===== src/rtl/cpu_pkg.sv =====
// rtl/cpu_pkg.sv - shared core widths, register-zero constant and opcodes
package cpu_pkg;

    localparam int DATA_W = 64;
    localparam int ADDR_W = 5;
    localparam int OP_W   = 6;

    localparam logic [ADDR_W-1:0] REG_ZERO = '0;

    localparam logic [OP_W-1:0] OP_ALU  = 6'h00;
    localparam logic [OP_W-1:0] OP_BEQ  = 6'h04;
    localparam logic [OP_W-1:0] OP_ADDI = 6'h08;
    localparam logic [OP_W-1:0] OP_LD   = 6'h23;
    localparam logic [OP_W-1:0] OP_ST   = 6'h2B;

    localparam logic [OP_W-1:0] FN_ADD  = 6'h20;
    localparam logic [OP_W-1:0] FN_SUB  = 6'h22;

endpackage


===== src/rtl/operand_resolve.sv =====
// rtl/operand_resolve.sv - EX/MEM/register-file priority select for one source operand
module operand_resolve #(
    parameter int DATA_W = cpu_pkg::DATA_W,
    parameter int ADDR_W = cpu_pkg::ADDR_W
) (
    input  logic [ADDR_W-1:0] srcAddress,
    input  logic [DATA_W-1:0] idData,
    input  logic              forward,
    input  logic              exFwdOk,
    input  logic [DATA_W-1:0] exResult,
    input  logic              memWriting,
    input  logic [ADDR_W-1:0] memRdAddress,
    input  logic [DATA_W-1:0] memResult,
    output logic [DATA_W-1:0] data
);

    localparam logic [ADDR_W-1:0] ZERO = ADDR_W'(cpu_pkg::REG_ZERO);

    logic notZero;
    assign notZero = (srcAddress != ZERO);

    // Register zero always reads the register-file value, whatever the bypasses claim.
    always_comb begin
        data = idData;
        if (forward && exFwdOk && notZero) begin
            data = exResult;
        end else if (memWriting && (memRdAddress == srcAddress) && notZero) begin
            data = memResult;
        end
    end

endmodule


===== src/rtl/id_ex_stage.sv =====
// rtl/id_ex_stage.sv - ID/EX pipeline register with forwarding, load-use bubble, hold and flush
module id_ex_stage #(
    parameter int DATA_W = cpu_pkg::DATA_W,
    parameter int ADDR_W = cpu_pkg::ADDR_W,
    parameter int OP_W   = cpu_pkg::OP_W,
    parameter int CNT_W  = 16
) (
    input  logic              clk,
    input  logic              reset,
    input  logic              id_valid,
    input  logic [ADDR_W-1:0] id_rA_address,
    input  logic [ADDR_W-1:0] id_rB_address,
    input  logic [ADDR_W-1:0] id_rD_address,
    input  logic [DATA_W-1:0] id_rA_data,
    input  logic [DATA_W-1:0] id_rB_data,
    input  logic [OP_W-1:0]   id_opcode,
    input  logic [OP_W-1:0]   id_func,
    input  logic              id_is_load,
    input  logic              id_reg_write,
    input  logic              forward_rA,
    input  logic              forward_rB,
    input  logic [DATA_W-1:0] ex_result,
    input  logic              mem_valid,
    input  logic              mem_reg_write,
    input  logic [ADDR_W-1:0] mem_rD_address,
    input  logic [DATA_W-1:0] mem_result,
    input  logic              ex_hold,
    input  logic              flush,
    output logic              ex_valid,
    output logic [ADDR_W-1:0] ex_rA_address,
    output logic [ADDR_W-1:0] ex_rB_address,
    output logic [ADDR_W-1:0] ex_rD_address,
    output logic [DATA_W-1:0] ex_rA_data,
    output logic [DATA_W-1:0] ex_rB_data,
    output logic [OP_W-1:0]   ex_opcode,
    output logic [OP_W-1:0]   ex_func,
    output logic              ex_is_load,
    output logic              ex_reg_write,
    output logic              id_stall,
    output logic [CNT_W-1:0]  bubble_count
);

    localparam logic [ADDR_W-1:0] ZERO = ADDR_W'(cpu_pkg::REG_ZERO);

    logic              exFwdOk;
    logic              memWriting;
    logic              loadUse;
    logic [DATA_W-1:0] rAResolved;
    logic [DATA_W-1:0] rBResolved;

    // A load's EX result is an address, not data, so it is never forwarded from EX.
    assign exFwdOk    = ex_valid & ex_reg_write & ~ex_is_load;
    assign memWriting = mem_valid & mem_reg_write;

    operand_resolve #(.DATA_W(DATA_W), .ADDR_W(ADDR_W)) u_resolve_rA (
        .srcAddress   (id_rA_address),
        .idData       (id_rA_data),
        .forward      (forward_rA),
        .exFwdOk      (exFwdOk),
        .exResult     (ex_result),
        .memWriting   (memWriting),
        .memRdAddress (mem_rD_address),
        .memResult    (mem_result),
        .data         (rAResolved)
    );

    operand_resolve #(.DATA_W(DATA_W), .ADDR_W(ADDR_W)) u_resolve_rB (
        .srcAddress   (id_rB_address),
        .idData       (id_rB_data),
        .forward      (forward_rB),
        .exFwdOk      (exFwdOk),
        .exResult     (ex_result),
        .memWriting   (memWriting),
        .memRdAddress (mem_rD_address),
        .memResult    (mem_result),
        .data         (rBResolved)
    );

    assign loadUse = id_valid & ex_valid & ex_is_load & (ex_rD_address != ZERO) &
                     ((id_rA_address == ex_rD_address) | (id_rB_address == ex_rD_address));

    // A taken branch squashes the consumer, so its hazard must not hold IF/ID.
    assign id_stall = ex_hold | (loadUse & ~flush);

    always_ff @(posedge clk or posedge reset) begin
        if (reset) begin
            ex_valid      <= 1'b0;
            ex_rA_address <= '0;
            ex_rB_address <= '0;
            ex_rD_address <= '0;
            ex_rA_data    <= '0;
            ex_rB_data    <= '0;
            ex_opcode     <= '0;
            ex_func       <= '0;
            ex_is_load    <= 1'b0;
            ex_reg_write  <= 1'b0;
            bubble_count  <= '0;
        end else if (!ex_hold) begin
            if (flush) begin
                ex_valid      <= 1'b0;
                ex_rA_address <= '0;
                ex_rB_address <= '0;
                ex_rD_address <= '0;
                ex_rA_data    <= '0;
                ex_rB_data    <= '0;
                ex_opcode     <= '0;
                ex_func       <= '0;
                ex_is_load    <= 1'b0;
                ex_reg_write  <= 1'b0;
            end else if (loadUse) begin
                ex_valid     <= 1'b0;
                ex_is_load   <= 1'b0;
                ex_reg_write <= 1'b0;
                if (!(&bubble_count)) begin
                    bubble_count <= bubble_count + CNT_W'(1);
                end
            end else begin
                ex_valid      <= id_valid;
                ex_rA_address <= id_rA_address;
                ex_rB_address <= id_rB_address;
                ex_rD_address <= id_rD_address;
                ex_rA_data    <= rAResolved;
                ex_rB_data    <= rBResolved;
                ex_opcode     <= id_opcode;
                ex_func       <= id_func;
                ex_is_load    <= id_is_load;
                ex_reg_write  <= id_reg_write;
            end
        end
    end

endmodule

===== config.mk =====
export PLATFORM = sky130hd
export DESIGN_NAME = id_ex_stage
export DESIGN_NICKNAME = d
export VERILOG_FILES = /design/src/rtl/cpu_pkg.sv /design/src/rtl/operand_resolve.sv /design/src/rtl/id_ex_stage.sv
export SDC_FILE = /design/constraint.sdc
export NUM_CORES = 1
export LEC_CHECK = 0
export ABC_AREA = 1
export ABC_CLOCK_PERIOD_IN_PS = 8950
export CAP_MARGIN = 20
export CORE_AREA = 3 3 185 187
export DETAILED_ROUTE_END_ITERATION = 6
export DIE_AREA = 0 0 188 190
export GPL_ROUTABILITY_DRIVEN = 0
export MAX_ROUTING_LAYER = met4
export PLACE_DENSITY = 0.79
export SYNTH_ARGS = -nofsm -noshare
export SYNTH_HDL_FRONTEND = slang
export SYNTH_HIERARCHICAL = 1
export SYNTH_SLANG_ARGS = --single-unit
export TNS_END_PERCENT = 10

===== constraint.sdc =====
create_clock -name clk -period 8.95 [get_ports clk]
set_input_delay 2.685 -clock clk [delete_from_list [all_inputs] [get_ports clk]]
set_output_delay 2.685 -clock clk [all_outputs]
set_load 0.02 [all_outputs]

==> run_summary.xml <==
<?xml version="1.0" encoding="UTF-8"?>
<metrics>
  <group name="run_status">
    <metric name="status" unit="">complete, but fails checks</metric>
    <metric name="violated_checks" unit="">design-rule violations</metric>
  </group>
  <group name="power">
    <metric name="net_switching_power_of_the_design" unit="mW">0.706</metric>
    <metric name="static-leakage-power" unit="nW">9.35</metric>
    <metric name="seq_power_share" unit="%">39.8</metric>
    <metric name="comb_power_share" unit="%">27.8</metric>
    <metric name="power.density_cell_area" unit="nW/um2">128</metric>
    <metric name="vdd_ir_drop_max" unit="mV">0.119</metric>
    <metric name="power.share.switching" unit="%">31.7</metric>
    <metric name="pwr-share-clk" unit="%">32.4</metric>
    <metric name="internal_power" unit="mW">1.52</metric>
  </group>
  <group name="place">
    <metric name="detailed_place.area" unit="um2">16800</metric>
    <metric name="port_buffers" unit="">473</metric>
    <metric name="dp_hpwl" unit="um">35000</metric>
  </group>
  <group name="yosys">
    <metric name="postSynthCellCount" unit="">1917</metric>
    <metric name="yosys_warnings" unit="">6</metric>
    <metric name="synth_seq_cells" unit="">174</metric>
    <metric name="synth_area_per_cell" unit="um2">6.39</metric>
    <metric name="ys_seq_area_share" unit="%">35.5</metric>
    <metric name="syn_area" unit="um2">12200</metric>
    <metric name="yosys.cell_types.count" unit="">23</metric>
    <metric name="mappedNetlistNets" unit="">2217</metric>
  </group>
  <group name="timing">
    <metric name="finClkSkew" unit="ps">15.3</metric>
    <metric name="maxSlewViolCount" unit="">0</metric>
    <metric name="worst_slew_pin_slew" unit="ps">1020</metric>
    <metric name="grt_setup_unrepaired" unit="">false</metric>
    <metric name="fmaxAchievable" unit="MHz">132</metric>
    <metric name="hold_ws" unit="ps">467</metric>
    <metric name="hold_violations" unit="">0</metric>
    <metric name="finalSetupViolations" unit="">0</metric>
    <metric name="timing.max_slew.rel_slack" unit="%">31.8</metric>
    <metric name="fin_tns_setup" unit="ps">0</metric>
    <metric name="finalCritPeriodShare" unit="%">84.6</metric>
    <metric name="period_needed" unit="ps">7570</metric>
  </group>
  <group name="setup_path">
    <metric name="crit_path_max_incr_delay" unit="ps">630</metric>
    <metric name="critical_path.max_fanout" unit="">5</metric>
    <metric name="r2r_start" unit="">ex_rD_address[1]$_DFFE_PP0P_</metric>
    <metric name="setup.worst_path.start_class" unit="">primary input</metric>
    <metric name="timing.critical_path.to_type" unit="">output port</metric>
    <metric name="cells_along_the_critical_path" unit="">clkdlybuf4s50_1, inv_1, nand2_1, nand2_1, nor2_1, nand3_1, nand2_1, nand3_1, nand2_4, clkdlybuf4s50_1</metric>
    <metric name="cp_slowest_cell" unit="">sky130_fd_sc_hd__clkdlybuf4s50_1</metric>
    <metric name="timing.critical_path.from" unit="">id_rA_address[2]</metric>
    <metric name="cp_data_required_time" unit="ps">6270</metric>
    <metric name="timing.setup.critical_path_class" unit="">primary input to output port</metric>
    <metric name="worst-endpoint-arrival" unit="ps">4890</metric>
    <metric name="critical_path.most_common_cell" unit="">sky130_fd_sc_hd__nand2_1</metric>
  </group>
  <group name="grt">
    <metric name="global_route.overflow_total" unit="">0</metric>
    <metric name="grt_use_total" unit="%">28.1</metric>
    <metric name="grt_pass1_wl" unit="um">77500</metric>
    <metric name="grt_max_degree" unit="">98</metric>
    <metric name="number_of_antenna_violations_at_the_first_check_in_global_routing" unit="">2</metric>
    <metric name="via_count_of_the_first_global_routing_pass" unit="">14200</metric>
  </group>
  <group name="detailed_routing">
    <metric name="drt-initial-drc-count" unit="">1377</metric>
    <metric name="vias" unit="">14100</metric>
    <metric name="detail_route.first_pass.iterations" unit="">7</metric>
    <metric name="routed_wirelength_normalized_by_instance_count" unit="um">18.1</metric>
    <metric name="vias_per_cell" unit="">5.10</metric>
    <metric name="totalWireLength" unit="um">49900</metric>
    <metric name="final_antenna_net_count" unit="">0</metric>
    <metric name="drcViolationCount" unit="">1</metric>
  </group>
  <group name="finish">
    <metric name="final_layout_size_suffix_gt1_share" unit="%">4.83</metric>
    <metric name="layout.nets" unit="">2607</metric>
    <metric name="flow.area_growth_from_synthesis" unit="%">41.6</metric>
    <metric name="post_layout_instance_area" unit="um2">17300</metric>
  </group>
  <group name="cts">
    <metric name="cts.hold.buffers_added" unit="">0</metric>
    <metric name="cts.htree.levels" unit="">4</metric>
    <metric name="cts_max_path_buffers" unit="">2</metric>
    <metric name="clk-insertion-delay-late" unit="ps">440</metric>
    <metric name="path_clk_slew" unit="ps">60</metric>
    <metric name="cts-buffers-inserted" unit="">17</metric>
    <metric name="cts_sinks" unit="">174</metric>
    <metric name="post_cts_buffers" unit="">0</metric>
    <metric name="buffer_type_at_the_clock_tree_root" unit="">sky130_fd_sc_hd__clkbuf_16</metric>
    <metric name="cts_resized" unit="">0</metric>
    <metric name="tritoncts" unit="">done</metric>
  </group>
  <group name="floorplanning">
    <metric name="floorplan.die.height" unit="um">190</metric>
    <metric name="core" unit="um2">32600</metric>
    <metric name="die_w" unit="um">188</metric>
    <metric name="design.die.area" unit="um2">35700</metric>
    <metric name="floorplan.initialDensity" unit="%">37.6</metric>
    <metric name="fp-row-count" unit="">66</metric>
    <metric name="io-pin-count" unit="">474</metric>
  </group>
  <group name="job">
    <metric name="maxCapViolCount" unit="">0</metric>
  </group>
  <group name="min_path">
    <metric name="min-delay-path-class" unit="">flop to flop</metric>
    <metric name="timing.hold.worst.start" unit="">ex_rA_data[22]$_DFFE_PP0P_</metric>
  </group>
</metrics>
[worst max-delay path: cells and delay by family]
family / cells / cell delay [ps]
buffers and inverters: 3 / 1340
and+or+nand+nor: 7 / 860
[Yosys cell counts]
cell | instances | area share [%]
sky130_fd_sc_hd__nand3_2 | 40 | 3.3
sky130_fd_sc_hd__inv_1 | 298 | 9.1
sky130_fd_sc_hd__nor3_1 | 5 | 0.20
sky130_fd_sc_hd__nand2_2 | 2 | 0.10
sky130_fd_sc_hd__buf_4 | 21 | 1.3
sky130_fd_sc_hd__nor2_1 | 27 | 0.83
sky130_fd_sc_hd__clkbuf_1 | 20 | 0.61
sky130_fd_sc_hd__xor2_1 | 9 | 0.64
sky130_fd_sc_hd__ha_1 | 1 | 0.10
sky130_fd_sc_hd__xnor2_1 | 6 | 0.43
sky130_fd_sc_hd__nor2_2 | 5 | 0.26
sky130_fd_sc_hd__inv_2 | 14 | 0.43
sky130_fd_sc_hd__nor2_4 | 2 | 0.18
sky130_fd_sc_hd__o21ai_0 | 4 | 0.16
sky130_fd_sc_hd__nand4_1 | 3 | 0.15
sky130_fd_sc_hd__buf_2 | 40 | 1.6
sky130_fd_sc_hd__nand2_1 | 816 | 25
sky130_fd_sc_hd__clkinv_1 | 2 | 0.061
sky130_fd_sc_hd__buf_12 | 4 | 0.65
sky130_fd_sc_hd__nand3_1 | 390 | 16
sky130_fd_sc_hd__buf_6 | 26 | 2.4
sky130_fd_sc_hd__dfrtp_1 | 174 | 36
sky130_fd_sc_hd__buf_8 | 8 | 0.98
[power groups by stage]
stage / clock network (mW) / logic [mW] / registers (mW)
floorplan: 0 / 0.210 / 0.970
global placement: 0 / 0.611 / 0.896
detailed placement: 0 / 0.618 / 0.898
CTS: 0.740 / 0.620 / 0.885
global route: 0.771 / 0.667 / 0.892
finish: 0.722 / 0.619 / 0.885
[cells in the final DEF, fill, tap and decap left out, drive strengths merged]
cell	instances
nand3	430
nand2	818
xor2	9
clkinvlp	5
clkinv	5
ha	1
clkdlybuf4s50	473
o21ai	4
nor3	5
bufinv	1
dfrtp	174
xnor2	6
diode	2
nand4	3
buf	17
nor2	34
clkbuf	23
inv	312
[final cells by class]
cell class	count	area, um2
Fill cell	3080	15300
Multi-Input combinational cell	1310	5840
Timing Repair Buffer	490	4870
Sequential cell	174	4350
Inverter	314	1190
Tap cell	442	553
Clock buffer	23	448
Clock inverter	9	90.1
Antenna cell	2	5.00
[logic make-up after synthesis]
group	count (synthesis)	synth area share [%]
simple gates	1290	45.9
buf+inv	433	17.2
flops	174	35.5
xor+xnor	15	1.07
compound gates	4	0.163
fa+ha+maj	1	0.102
[layer usage]
| layer | up-vias | routed length (um) | GRT usage, % |
|---|---|---|---|
| met5 | - | 0 | - |
| met2 | 836 | 24200 | 47.4 |
| li1 | 6599 | - | - |
| met4 | 0 | 1890 | 11.5 |
| met3 | 129 | 5020 | 5.80 |
| met1 | 6524 | 18900 | 32.8 |
[state kept, by name, summed over array words and instances, names as in the netlist]
register	count
ex_rA_data	64
ex_rB_data	64
bubble_count	16
ex_func	6
ex_opcode	6
ex_rA_address	5
ex_rB_address	5
ex_rD_address	5
ex_is_load	1
ex_reg_write	1
ex_valid	1
[stage by stage]
stage | utilization [%] | total power, mW | worst slack (ps) | instances
CTS | 53.1 | 2.25 | 1360 | 2761
global route | 53.2 | 2.33 | 1240 | 2764
global placement | 51.5 | 1.51 | 1410 | 2729
finish | 53.2 | 2.23 | 1380 | 2764
floorplan | - | 1.18 | 1550 | 1917
detailed placement | 51.5 | 1.52 | 1370 | 2729
[worst paths after layout]
path / end / slack (ps) / cells past startpoint
setup / recovery: id_stall / 1380 / 10
min in group asynchronous: ex_rB_data[9]$_DFFE_PP0P_ / 2740 / 2
max in group asynchronous: bubble_count[4]$_DFFE_PP0P_ / 4940 / 4
setup reg to reg: ex_rA_data[30]$_DFFE_PP0P_ / 5610 / 12
hold reg to reg: ex_rA_data[22]$_DFFE_PP0P_ / 470 / 2
hold / removal: ex_rA_data[22]$_DFFE_PP0P_ / 470 / 2
No activity file was read; power rests on OpenSTA's default activity.
